## src/rtl/carwash_sequencer.sv

```systemverilog
// Timed car-wash sequencer: latches a wash program on a start edge and steps
// through its two-digit glyph pairs, one step every STEP_CYCLES clocks.
module carwash_sequencer #(
   parameter int STEP_CYCLES = 50_000_000,
   parameter int CNT_W       = 26
) (
   input  logic       clk,
   input  logic       rst,
   input  logic       BTN3,
   input  logic       BTN0,
   input  logic       SW7,
   input  logic       SW6,
   input  logic       SW5,
   output logic [6:0] seg,
   output logic [6:0] seg2,
   output logic [3:0] step_idx,
   output logic       busy,
   output logic       done
);

   typedef enum logic [1:0] {S_IDLE, S_RUN, S_DONE} state_t;
   typedef enum logic [1:0] {P_NONE, P_BASIC, P_ECON, P_PREM} prog_t;

   localparam logic [6:0] G_B     = 7'b0011111;
   localparam logic [6:0] G_P     = 7'b1100111;
   localparam logic [6:0] G_S     = 7'b1011011;
   localparam logic [6:0] G_F     = 7'b1000111;
   localparam logic [6:0] G_C     = 7'b1001110;
   localparam logic [6:0] G_I     = 7'b0000110;
   localparam logic [6:0] G_R     = 7'b1000110;
   localparam logic [6:0] G_9     = 7'b1110011;
   localparam logic [6:0] G_E     = 7'b1001111;
   localparam logic [6:0] G_U     = 7'b0111110;
   localparam logic [6:0] G_D     = 7'b0111101;
   localparam logic [6:0] G_H     = 7'b0110111;
   localparam logic [6:0] G_BLANK = 7'b0000000;
   localparam logic [6:0] G_DASH  = 7'b0000001;

   localparam logic [CNT_W-1:0] TC = CNT_W'(STEP_CYCLES - 1);

   // Returns {left, right} glyphs for a program step.
   function automatic logic [13:0] glyphs(input prog_t p, input logic [3:0] i);
      logic [13:0] g;
      g = {G_DASH, G_DASH};
      case (p)
         P_BASIC: begin
            case (i)
               4'd0:    g = {G_B, G_P};
               4'd1:    g = {G_S, G_F};
               4'd2:    g = {G_C, G_BLANK};
               4'd3:    g = {G_R, G_I};
               4'd4:    g = {G_9, G_BLANK};
               default: g = {G_DASH, G_DASH};
            endcase
         end
         P_ECON: begin
            case (i)
               4'd0:    g = {G_E, G_P};
               4'd1:    g = {G_P, G_S};
               4'd2:    g = {G_C, G_BLANK};
               4'd3:    g = {G_S, G_F};
               4'd4:    g = {G_C, G_BLANK};
               4'd5:    g = {G_R, G_I};
               4'd6:    g = {G_9, G_BLANK};
               default: g = {G_DASH, G_DASH};
            endcase
         end
         P_PREM: begin
            case (i)
               4'd0:    g = {G_P, G_P};
               4'd1:    g = {G_P, G_S};
               4'd2:    g = {G_C, G_BLANK};
               4'd3:    g = {G_S, G_F};
               4'd4:    g = {G_C, G_BLANK};
               4'd5:    g = {G_R, G_I};
               4'd6:    g = {G_U, G_U};
               4'd7:    g = {G_C, G_BLANK};
               4'd8:    g = {G_R, G_I};
               4'd9:    g = {G_D, G_BLANK};
               4'd10:   g = {G_R, G_S};
               4'd11:   g = {G_S, G_H};
               4'd12:   g = {G_9, G_BLANK};
               default: g = {G_DASH, G_DASH};
            endcase
         end
         default: g = {G_DASH, G_DASH};
      endcase
      return g;
   endfunction

   function automatic logic [3:0] last_step(input prog_t p);
      logic [3:0] l;
      case (p)
         P_BASIC: l = 4'd4;
         P_ECON:  l = 4'd6;
         P_PREM:  l = 4'd12;
         default: l = 4'd0;
      endcase
      return l;
   endfunction

   // Bit order: BTN3, BTN0, SW7, SW6, SW5
   logic [4:0] raw;
   logic [4:0] sync1_reg;
   logic [4:0] sync2_reg;
   logic       btn3_prev_reg;

   assign raw = {BTN3, BTN0, SW7, SW6, SW5};

   always_ff @(posedge clk) begin
      if (rst) begin
         sync1_reg     <= '0;
         sync2_reg     <= '0;
         btn3_prev_reg <= 1'b0;
      end else begin
         sync1_reg     <= raw;
         sync2_reg     <= sync1_reg;
         btn3_prev_reg <= sync2_reg[4];
      end
   end

   logic  start;
   logic  abort;
   prog_t sel;

   assign start = sync2_reg[4] & ~btn3_prev_reg;
   assign abort = sync2_reg[3];

   always_comb begin
      sel = P_NONE;
      if (sync2_reg[2])
         sel = P_BASIC;
      else if (sync2_reg[1])
         sel = P_ECON;
      else if (sync2_reg[0])
         sel = P_PREM;
   end

   state_t           state_reg;
   prog_t            prog_reg;
   logic [CNT_W-1:0] timer_reg;
   logic [3:0]       step_reg;
   logic             busy_reg;
   logic             done_reg;
   logic [6:0]       seg_reg;
   logic [6:0]       seg2_reg;

   always_ff @(posedge clk) begin
      if (rst) begin
         state_reg <= S_IDLE;
         prog_reg  <= P_NONE;
         timer_reg <= '0;
         step_reg  <= 4'd0;
         busy_reg  <= 1'b0;
         done_reg  <= 1'b0;
         seg_reg   <= G_DASH;
         seg2_reg  <= G_DASH;
      end else begin
         done_reg <= 1'b0;
         if (abort) begin
            // Abort beats start and terminal count, so no done pulse here.
            state_reg <= S_IDLE;
            timer_reg <= '0;
            step_reg  <= 4'd0;
            busy_reg  <= 1'b0;
            seg_reg   <= G_DASH;
            seg2_reg  <= G_DASH;
         end else begin
            case (state_reg)
               S_IDLE, S_DONE: begin
                  if (start && sel != P_NONE) begin
                     state_reg             <= S_RUN;
                     prog_reg              <= sel;
                     timer_reg             <= '0;
                     step_reg              <= 4'd0;
                     busy_reg              <= 1'b1;
                     {seg2_reg, seg_reg}   <= glyphs(sel, 4'd0);
                  end
               end
               S_RUN: begin
                  if (timer_reg == TC) begin
                     timer_reg <= '0;
                     if (step_reg == last_step(prog_reg)) begin
                        state_reg <= S_DONE;
                        done_reg  <= 1'b1;
                        busy_reg  <= 1'b0;
                        step_reg  <= 4'd0;
                        seg_reg   <= G_DASH;
                        seg2_reg  <= G_DASH;
                     end else begin
                        step_reg            <= step_reg + 4'd1;
                        {seg2_reg, seg_reg} <= glyphs(prog_reg, step_reg + 4'd1);
                     end
                  end else begin
                     timer_reg <= timer_reg + CNT_W'(1);
                  end
               end
               default: begin
                  state_reg <= S_IDLE;
                  seg_reg   <= G_DASH;
                  seg2_reg  <= G_DASH;
               end
            endcase
         end
      end
   end

   assign seg      = seg_reg;
   assign seg2     = seg2_reg;
   assign step_idx = step_reg;
   assign busy     = busy_reg;
   assign done     = done_reg;

endmodule
```

## config.mk

```make
export PLATFORM = sky130hd
export DESIGN_NAME = carwash_sequencer
export DESIGN_NICKNAME = d
export VERILOG_FILES = /design/src/rtl/carwash_sequencer.sv
export SDC_FILE = /design/constraint.sdc
export NUM_CORES = 1
export LEC_CHECK = 0
export CAP_MARGIN = 5
export CORE_MARGIN = 2
export CORE_UTILIZATION = 52
export CTS_CLUSTER_SIZE = 14
export DETAILED_ROUTE_END_ITERATION = 10
export PLACE_DENSITY = 0.82
export SYNTH_ARGS = -nofsm -noshare
export SYNTH_HDL_FRONTEND = slang
export SYNTH_SLANG_ARGS = --single-unit
```

## constraint.sdc

```tcl
create_clock -name clk -period 4.55 [get_ports clk]
set_input_delay 0.455 -clock clk [delete_from_list [all_inputs] [get_ports clk]]
set_output_delay 0.455 -clock clk [all_outputs]
set_load 0.005 [all_outputs]
```

Word-level counts from Yosys, hierarchy flattened
Memories as Yosys holds them, arrays and structs flattened.
Index checks and enable logic that the tools add are counted.

word-level totals
  register bits = 61
  bits in read-only memories = 224
  input port bits = 7
  output and inout port bits = 20
  logic and storage cells = 89
  memories kept = 1

memories
  memory           depth  bits a word  rd ports  clocked after Yosys merged registers in  write ports  RTL line  text
  (no name shown)  16     14           1         0                                        0            69        case (i)

cells by class
  $add $sub $neg = 2
  equal/unequal tests = 19
  mux-type cells = 36
  bitwise operators = 5
  reduce and logical (&&, ||, !) cells = 15

operator list
  cell                   number
  $pmux 14 s3            2
  $pmux 14 s6            1
  $pmux 14 s5            1
  $mux 26                2
  $pmux 26 s2            1
  $mux 7                 6
  $mux 4                 7
  $pmux 7 s2             2
  $add 26x1->26 const B  1
  $eq 26x26->1 const B   1
  $eq 4x3->1 const B     3
  $mux 2                 6
  $pmux 4 s3             1
  $eq 2x2->1 const B     5
  $reduce_and 3->1       3
  $eq 4x2->1 const B     2
  $pmux 4 s2             1
  $eq 2x1->1 const B     3
  $ne 2x2->1 const B     3
  $reduce_or 2->1        3
  $add 4x1->4 const B    1
  $eq 4x1->1 const B     1
  $eq 4x4->1             1
  $logic_not 4->1        1
  other kinds (11)       19

Longest topological paths before layout
Gate-level depths: netlist of run 1.

  word-level depth = 10
  depth in mapped cells = 11
  gate-level depth less buffers = 9

Worst setup path before layout of run 1
OpenSTA, ideal clock, no wires.

  path type = reg-to-reg
  start = register sync2_reg[0]
  end = register timer_reg[17]
  setup time = 0.116 ns
  arrival time = 2.314 ns
  slack = 2.121 ns
  stages on the path, launching flop included = 12
  buffers on the path = 2
  clock period less this slack = 2.429 ns
  path through = dfxtp_1 > nor2_1 > or2_2 > ha_1 > or4b_4 > buf_6 > a21boi_4 > and3_1 > buf_6 > and3_1 > xnor2_1 > nor2_2

between the ends
  word-level cells in the longest chain between the ends = 7

ends and longest elaborated chain
  item                               RTL line  text
  start, declared                    105       logic [4:0] sync2_reg;
  start signal, assigned             117       sync2_reg <= sync1_reg;
  $mux 2                             135       else if (sync2_reg[0])
  $mux 2                             133       else if (sync2_reg[1])
  $mux 2                             131       if (sync2_reg[2])
  $reduce_bool 2->1                  171       if (start && sel != P_NONE) begin
  $logic_and 1x1->1                  171
  $ne 2x2->1 (no source line)        -
  $reduce_and 2->1 (no source line)  -
  end signal, assigned               195       timer_reg <= timer_reg + CNT_W'(1);
  end, declared                      141       logic [CNT_W-1:0] timer_reg;

No other way between the ends.
A chain may end at the register's enable or synchronous reset.

Worst setup path in the final report of run 1
  start = register step_reg[1], in the netlist step_idx[1]
  end = register seg2_reg[4], in the netlist seg2[4]

between the ends
  word-level cells in the longest chain between the ends = 8
  elaborated cells on any way between the ends = 17

ends and longest elaborated chain
  item                                             RTL line  text
  start, declared                                  142       logic [3:0] step_reg;
  start signal, assigned                           191       step_reg <= step_reg + 4'd1;
  $add 4x1->4                                      192       {seg2_reg, seg_reg} <= glyphs(prog_reg, step_reg + 4'd1);
  $eq 4x3->1 / $eq 4x2->1 (equally long branches)  47, 57
  $reduce_or 2->1 (no source line)                 -
  $pmux 14 s6                                      57        case (i)
  $pmux 14 s3                                      45        case (p)
  $mux 7 *                                         183       if (step_reg == last_step(prog_reg)) begin
  $mux 7 *                                         181       if (timer_reg == TC) begin
  $pmux 7 s2 *                                     169       case (state_reg)
  end signal, assigned                             177       {seg2_reg, seg_reg} <= glyphs(sel, 4'd0);
  end signal, assigned                             192
  end, declared                                    146       logic [6:0] seg2_reg;

Every way passes the cells marked *; elsewhere a longest branch is shown, timed or not. The select of a mux whose other input is x is not followed.

==> results of run 1 <==
worst max-delay path by stage:
| stage | endpoint | slack (ps) | cells past startpoint |
|---|---|---|---|
| after global routing | seg2[4]$_SDFFE_PP0P_ | 1260 | 7 |
| final | seg2[4]$_SDFFE_PP0P_ | 1500 | 7 |
| after CTS | seg2[4]$_SDFFE_PP0P_ | 1550 | 7 |
| after global placement | seg2[4]$_SDFFE_PP0P_ | 1680 | 7 |
| after floorplan | timer_reg[17]$_SDFFE_PP0P_ | 2120 | 11 |
| after detailed placement | seg2[4]$_SDFFE_PP0P_ | 1580 | 7 |
power groups by stage:
stage                     clock [mW]  combinational [mW]  sequential (mW)
final                          0.502              0.0600            0.546
after global routing           0.527              0.0659            0.547
after CTS                      0.507              0.0596            0.546
after detailed placement           0              0.0592            0.559
after global placement             0              0.0579            0.558
after floorplan                    0              0.0415            0.556
critical path: stages (launching register included):
cell and delay (ps):
dfxtp_1 610, ha_1 620, xor2_1 730, mux2i_1 260, a21oi_1 80, o32a_1 390
o22ai_1 120, a32o_1 170
synth_stat cells, types with 10 or more instances:
cell type / n / area share [%]
a21oi_1: 40 / 5.3
a31oi_1: 12 / 2.0
and2_1: 10 / 1.7
and3_1: 10 / 1.7
clkbuf_1: 18 / 1.8
dfxtp_1: 61 / 32
ha_1: 14 / 4.6
inv_1: 10 / 0.99
nand2_1: 36 / 3.6
nand3_1: 18 / 2.4
nand4_1: 12 / 2.0
nor2_1: 55 / 5.5
nor2b_1: 15 / 2.5
nor3_1: 13 / 1.7
o21ai_0: 28 / 3.7
xor2_1: 14 / 3.2
routing by layer:
| layer | routed length [um] | part of all wire [%] | vias to the layer above | track usage [%] |
|---|---|---|---|---|
| li1 | - | - | 1770 | - |
| met1 | 4610 | 44 | 1762 | 36.0 |
| met2 | 4850 | 47 | 177 | 39.8 |
| met3 | 732 | 7.0 | 22 | 5.54 |
| met4 | 208 | 2.0 | 0 | 9.63 |
| met5 | 0 | 0 | - | 0 |
logic make-up after synthesis:
| logic type | Yosys count |
|---|---|
| adders and majority gates | 14 |
| AOI/OAI and AO/OA | 137 |
| xor gates and xnor gates | 20 |
| DFF | 61 |
| muxes | 3 |
| buffers and inverters | 43 |
| and+or+nand+nor | 205 |
metrics by stage:
stage                     hold slack [ps]  utilization (%)  power (mW)  instance area [sq um]
after floorplan                       414                -       0.597                   3780
after global placement                416             56.2       0.616                   4010
after detailed placement              424             56.2       0.618                   4010
after CTS                             442             59.1        1.11                   4220
after global routing                  464             59.1        1.14                   4220
final                                 439             59.1        1.11                   4220
layout make-up:
class                      instances  area, sq um
clock buffer                       9          124
clock inverter                     7         80.1
fill                             654         2920
timing repair buffer              27          268
tap                               99          124
inverter                          10         37.5
sequential                        61         1220
multi-input combinational        379         2360
==> results.ini, run 1 <==
[die]
core_sq_um=7140
start_util_pct=53.0
dieArea_sq_um=7970
io_pins=27
die_x_um=89.3
row_count=31
dieHeight_um=89.3

[cells_and_area]
num-nets-final=509
num_antenna_cells=0
most-common-layout-cells=dfxtp_1 (61), nor2_1 (55), a21oi_1 (40)
areaGrowthSynthToFinish_pct=11.5
stdcell_count=592
largest_register_ffs=26
final_common_cell=dfxtp_1
drive_above_1_share_pct=6.49

[power]
powerDensity_nw_per_um2=263
pwr-share-clk_pct=45.3
switching_share_pct=25.6
p_switching_mw=0.283
pwr-share-seq_pct=49.3
p_int_mw=0.825
power_frac_comb_pct=5.4
p_leak_nw=1.46
ir_drop_v=0.000254

[timing]
fin_worst_skew_ps=7.05
period_needed_ps=3050
hold_violations=0
report.final.slew_viol_count=0
post-route-period-util_pct=67.1
grt_setup_unrepaired=no
timing.fmax_ghz=0.327
setup_viol=0
tns_ps=0
worstMarginPinSlew_ps=1240
layout_setup_ws_ps=1500
maxSlewHeadroom_pct=16.8

[synth]
yosysSeqAreaShare_pct=32.3
synth_top_family_by_area=simple AND/OR/NAND/NOR gates
ys_types=68
synth_edf_count=0
synth_simple_gate_area_share_pct=28.3
synth_adder_area_share_pct=4.63
synth_compound_area_share_pct=24.1
muxShareOfSynthArea_pct=0.861
synth_xor_xnor_area_share_pct=4.63
ys.warnings.count=0
synthCells=483
async_flop_share_pct=0
syn-cell-area_sq_um=3780
synthFlopType=dfxtp_1
ys_ff_latch=61
syn-num-nets=504
synth_area_per_cell_sq_um=7.83

[worst_hold_path]
min_path_type=reg -> reg
holdPathEnd=sync2_reg[0]$_SDFF_PP0_
hold_start=sync1_reg[0]$_SDFF_PP0_
hold_depth=1

[status]
status=finished clean

[global_route]
grt_pass1_vias=3259
grt_max_degree=25
grt_pass1_wl_mm=15.9
antenna_found_initial=0
grt_usage_pct=26.0
grt-ovfl-total=0

[clock_tree]
cts_made_buffers=9
clk_path_buf_depth=2
htreeDepth=3
cts_tree=built
cts_setup_buffers=0
root_buffer=clkbuf_8
cts.sinks=61
cts_hold_repair.buffers=0
cts_resized=0
clkTransAtPathRegs_ps=80
insertion_delay_ps=340

[routing]
first_pass_iters=5
vias_per_cell=6.30
wire_per_inst_um=17.6
wirelength_mm=10.4
ant_nets=0
drtIter0Drc=493
vias=3731
drcViolationCount=0

[placed_design]
place_inst=576
preCtsSetupSlack_ps=1580
hpwl_mm=7.20
io_buffer_count=26
gp_congestion=0.952

[setup_path]
cp_data_arrival_time_ps=3340
r2r-end=seg2[4]$_SDFFE_PP0P_
rrSetupSlack_ps=1500
regToRegStartpoint=step_idx[1]$_SDFFE_PP0P_
path_class=reg -> reg
cp-startpoint=step_idx[1]$_SDFFE_PP0P_
end_kind=flop
cp_max_fo=18
worstPathRequired_ps=4840
rr_worst_depth=7
cp-start-kind=flop

[job]
max-cap-violations=0

(Power assumes the default switching activity.)
==> run 2: changes to the inputs <==
--- a/config.mk
+++ b/config.mk
@@ -10,7 +10,7 @@
 export CORE_UTILIZATION = 52
 export CTS_CLUSTER_SIZE = 14
 export DETAILED_ROUTE_END_ITERATION = 10
-export PLACE_DENSITY = 0.82
+export PLACE_DENSITY = 0.85
 export SYNTH_ARGS = -nofsm -noshare
 export SYNTH_HDL_FRONTEND = slang
 export SYNTH_SLANG_ARGS = --single-unit
==> constraint.sdc (replaced) <==
create_clock -name clk -period 2.8 [get_ports clk]
set_input_delay 0.28 -clock clk [delete_from_list [all_inputs] [get_ports clk]]
set_output_delay 0.28 -clock clk [all_outputs]
set_load 0.005 [all_outputs]
==> run 2 against run 1 <==
Compared with the run above: setup slack got worse by 1300 ps; fmax rose by 18%; non-clock buffer count rose by 19; hold slack improved by 2.2 ps; clock skew rose by 4.0 ps; flip-flop and latch count did not move; power rose by 64%; utilization rose by 2.0 points; combinational power rose by 72%; sequential power rose by 62%; highest routed layer unchanged.
==> results.ini, run 2 (synthesis gave the netlist of run 1 again) <==
[power]
fin_total_pwr_mw=1.82  ; was 1.11 mW
ir_drop_v=0.000339  ; was 0.000254 V
powerDensity_nw_per_um2=417  ; was 263 nW/um^2
p_leak_nw=1.55  ; was 1.46 nW

[die]
io_pins=27  ; unchanged
core_sq_um=7140  ; unchanged
row_count=31  ; unchanged
dieHeight_um=89.3  ; unchanged
die_x_um=89.3  ; unchanged
start_util_pct=53.0  ; unchanged
dieArea_sq_um=7970  ; unchanged

[setup_path]
cp_data_arrival_time_ps=2880  ; was 3340 ps
worstPathRequired_ps=3090  ; was 4840 ps
rr_worst_depth=9  ; was 7
cp_max_fo=11  ; was 18
path_class=reg -> reg  ; unchanged
cp-start-kind=flop  ; unchanged
end_kind=flop  ; unchanged

[timing]
maxSlewHeadroom_pct=27.9  ; was 16.8%
fin_worst_skew_ps=11.1  ; was 7.05 ps
period_needed_ps=2590  ; was 3050 ps
report.final.slew_viol_count=0  ; unchanged
worstMarginPinSlew_ps=1070  ; was 1240 ps
grt_setup_unrepaired=no  ; unchanged
timing.fmax_ghz=0.387  ; was 0.327 GHz
setup_viol=0  ; unchanged
post-route-period-util_pct=92.3  ; was 67.1%
hold_violations=0  ; unchanged
worst_hold_slack_ps=441  ; was 439 ps
tns_ps=0  ; unchanged

[global_route]
antenna_found_initial=0  ; unchanged
grt_pass1_wl_mm=16.7  ; was 15.9 mm
grt_pass1_vias=3487  ; was 3259
grt-ovfl-total=0  ; unchanged
grt_usage_pct=27.0  ; was 26.0%
grt_max_degree=24  ; was 25

[cells_and_area]
drive_above_1_share_pct=9.96  ; was 6.49%
largest_register_ffs=26  ; unchanged
areaGrowthSynthToFinish_pct=15.4  ; was 11.5%
most-common-layout-cells=dfxtp_1 (61), nor2_1 (55), a21oi_1 (40)  ; unchanged
num-nets-final=528  ; was 509
fin_area_sq_um=4360  ; was 4220 sq um
final_common_cell=dfxtp_1  ; unchanged
num_antenna_cells=0  ; unchanged

[routing]
drtIter0Drc=414  ; was 493
first_pass_iters=6  ; was 5
ant_nets=0  ; unchanged
drcViolationCount=0  ; unchanged
vias_per_cell=6.25  ; was 6.30
wire_per_inst_um=17.5  ; was 17.6 um
wirelength_mm=10.7  ; was 10.4 mm
vias=3819  ; was 3731

[clock_tree]
htreeDepth=3  ; unchanged
clkTransAtPathRegs_ps=80  ; about the same
clk_path_buf_depth=2  ; unchanged
insertion_delay_ps=360  ; was 340 ps
cts.sinks=61  ; unchanged
cts_made_buffers=9  ; unchanged
root_buffer=clkbuf_8  ; unchanged
cts_hold_repair.buffers=0  ; unchanged
cts_resized=0  ; unchanged
cts_tree=built  ; unchanged
cts_setup_buffers=0  ; unchanged

[placed_design]
gp_congestion=0.946  ; was 0.952
placed_cell_area_sq_um=4150  ; was 4010 sq um
io_buffer_count=26  ; unchanged
hpwl_mm=7.51  ; was 7.20 mm

[status]
status=finished clean  ; unchanged

[worst_hold_path]
hold_depth=1  ; unchanged
min_path_type=reg -> reg  ; unchanged

[job]
max-cap-violations=0  ; unchanged

[run 2: cell type report]
cell class	instances	area, sq um
fillers	621	2780
well taps	99	124
flip-flops and latches	61	1220
inverters	10	37.5
repair buffers	46	410
clock inverters	7	82.6
multi-input cells	379	2360
clock buffers	9	124
[run 2: per-stage QoR]
stage	utilization, %	instances	setup WS (ps)
finish	61.1	611	214
CTS	61.1	611	216
floorplan	-	483	371
global placement	58.2	595	324
global route	61.1	611	22.0
detailed placement	58.2	595	221
[run 2: where the power goes]
group	internal (mW)	switching [mW]	total, mW
clock	0.424	0.406	0.830
sequential	0.878	0.00866	0.887
combinational	0.0416	0.0615	0.103
total	1.34	0.476	1.82
[run 2: path summary, 6_finish.rpt]
check / from / endpoint / slack [ps]
hold / removal: sync1_reg[2]$_SDFF_PP0_ / sync2_reg[2]$_SDFF_PP0_ / 440
setup reg to reg: sync2_reg[1]$_SDFF_PP0_ / timer_reg[25]$_SDFFE_PP0P_ / 210
hold reg to reg: sync1_reg[2]$_SDFF_PP0_ / sync2_reg[2]$_SDFF_PP0_ / 440
setup / recovery: sync2_reg[1]$_SDFF_PP0_ / timer_reg[25]$_SDFFE_PP0P_ / 210
[run 2: layer usage]
layer | vias up | track usage [%] | share of wire (%)
met1 | 1788 | 36.1 | 43
met5 | - | 0 | 0
li1 | 1810 | - | -
met2 | 193 | 42.6 | 47
met3 | 28 | 6.09 | 7.6
met4 | 0 | 10.3 | 2.2
[run 2: worst max-delay path, stage by stage, from the launching register on]
cell      delay, ps
dfxtp_1         340
nor2_1           40
or2_2           290
ha_1            230
or4b_4          630
a21boi_4        250
and3_1          320
nand4_1         150
xor2_1          160
nor2_1          100
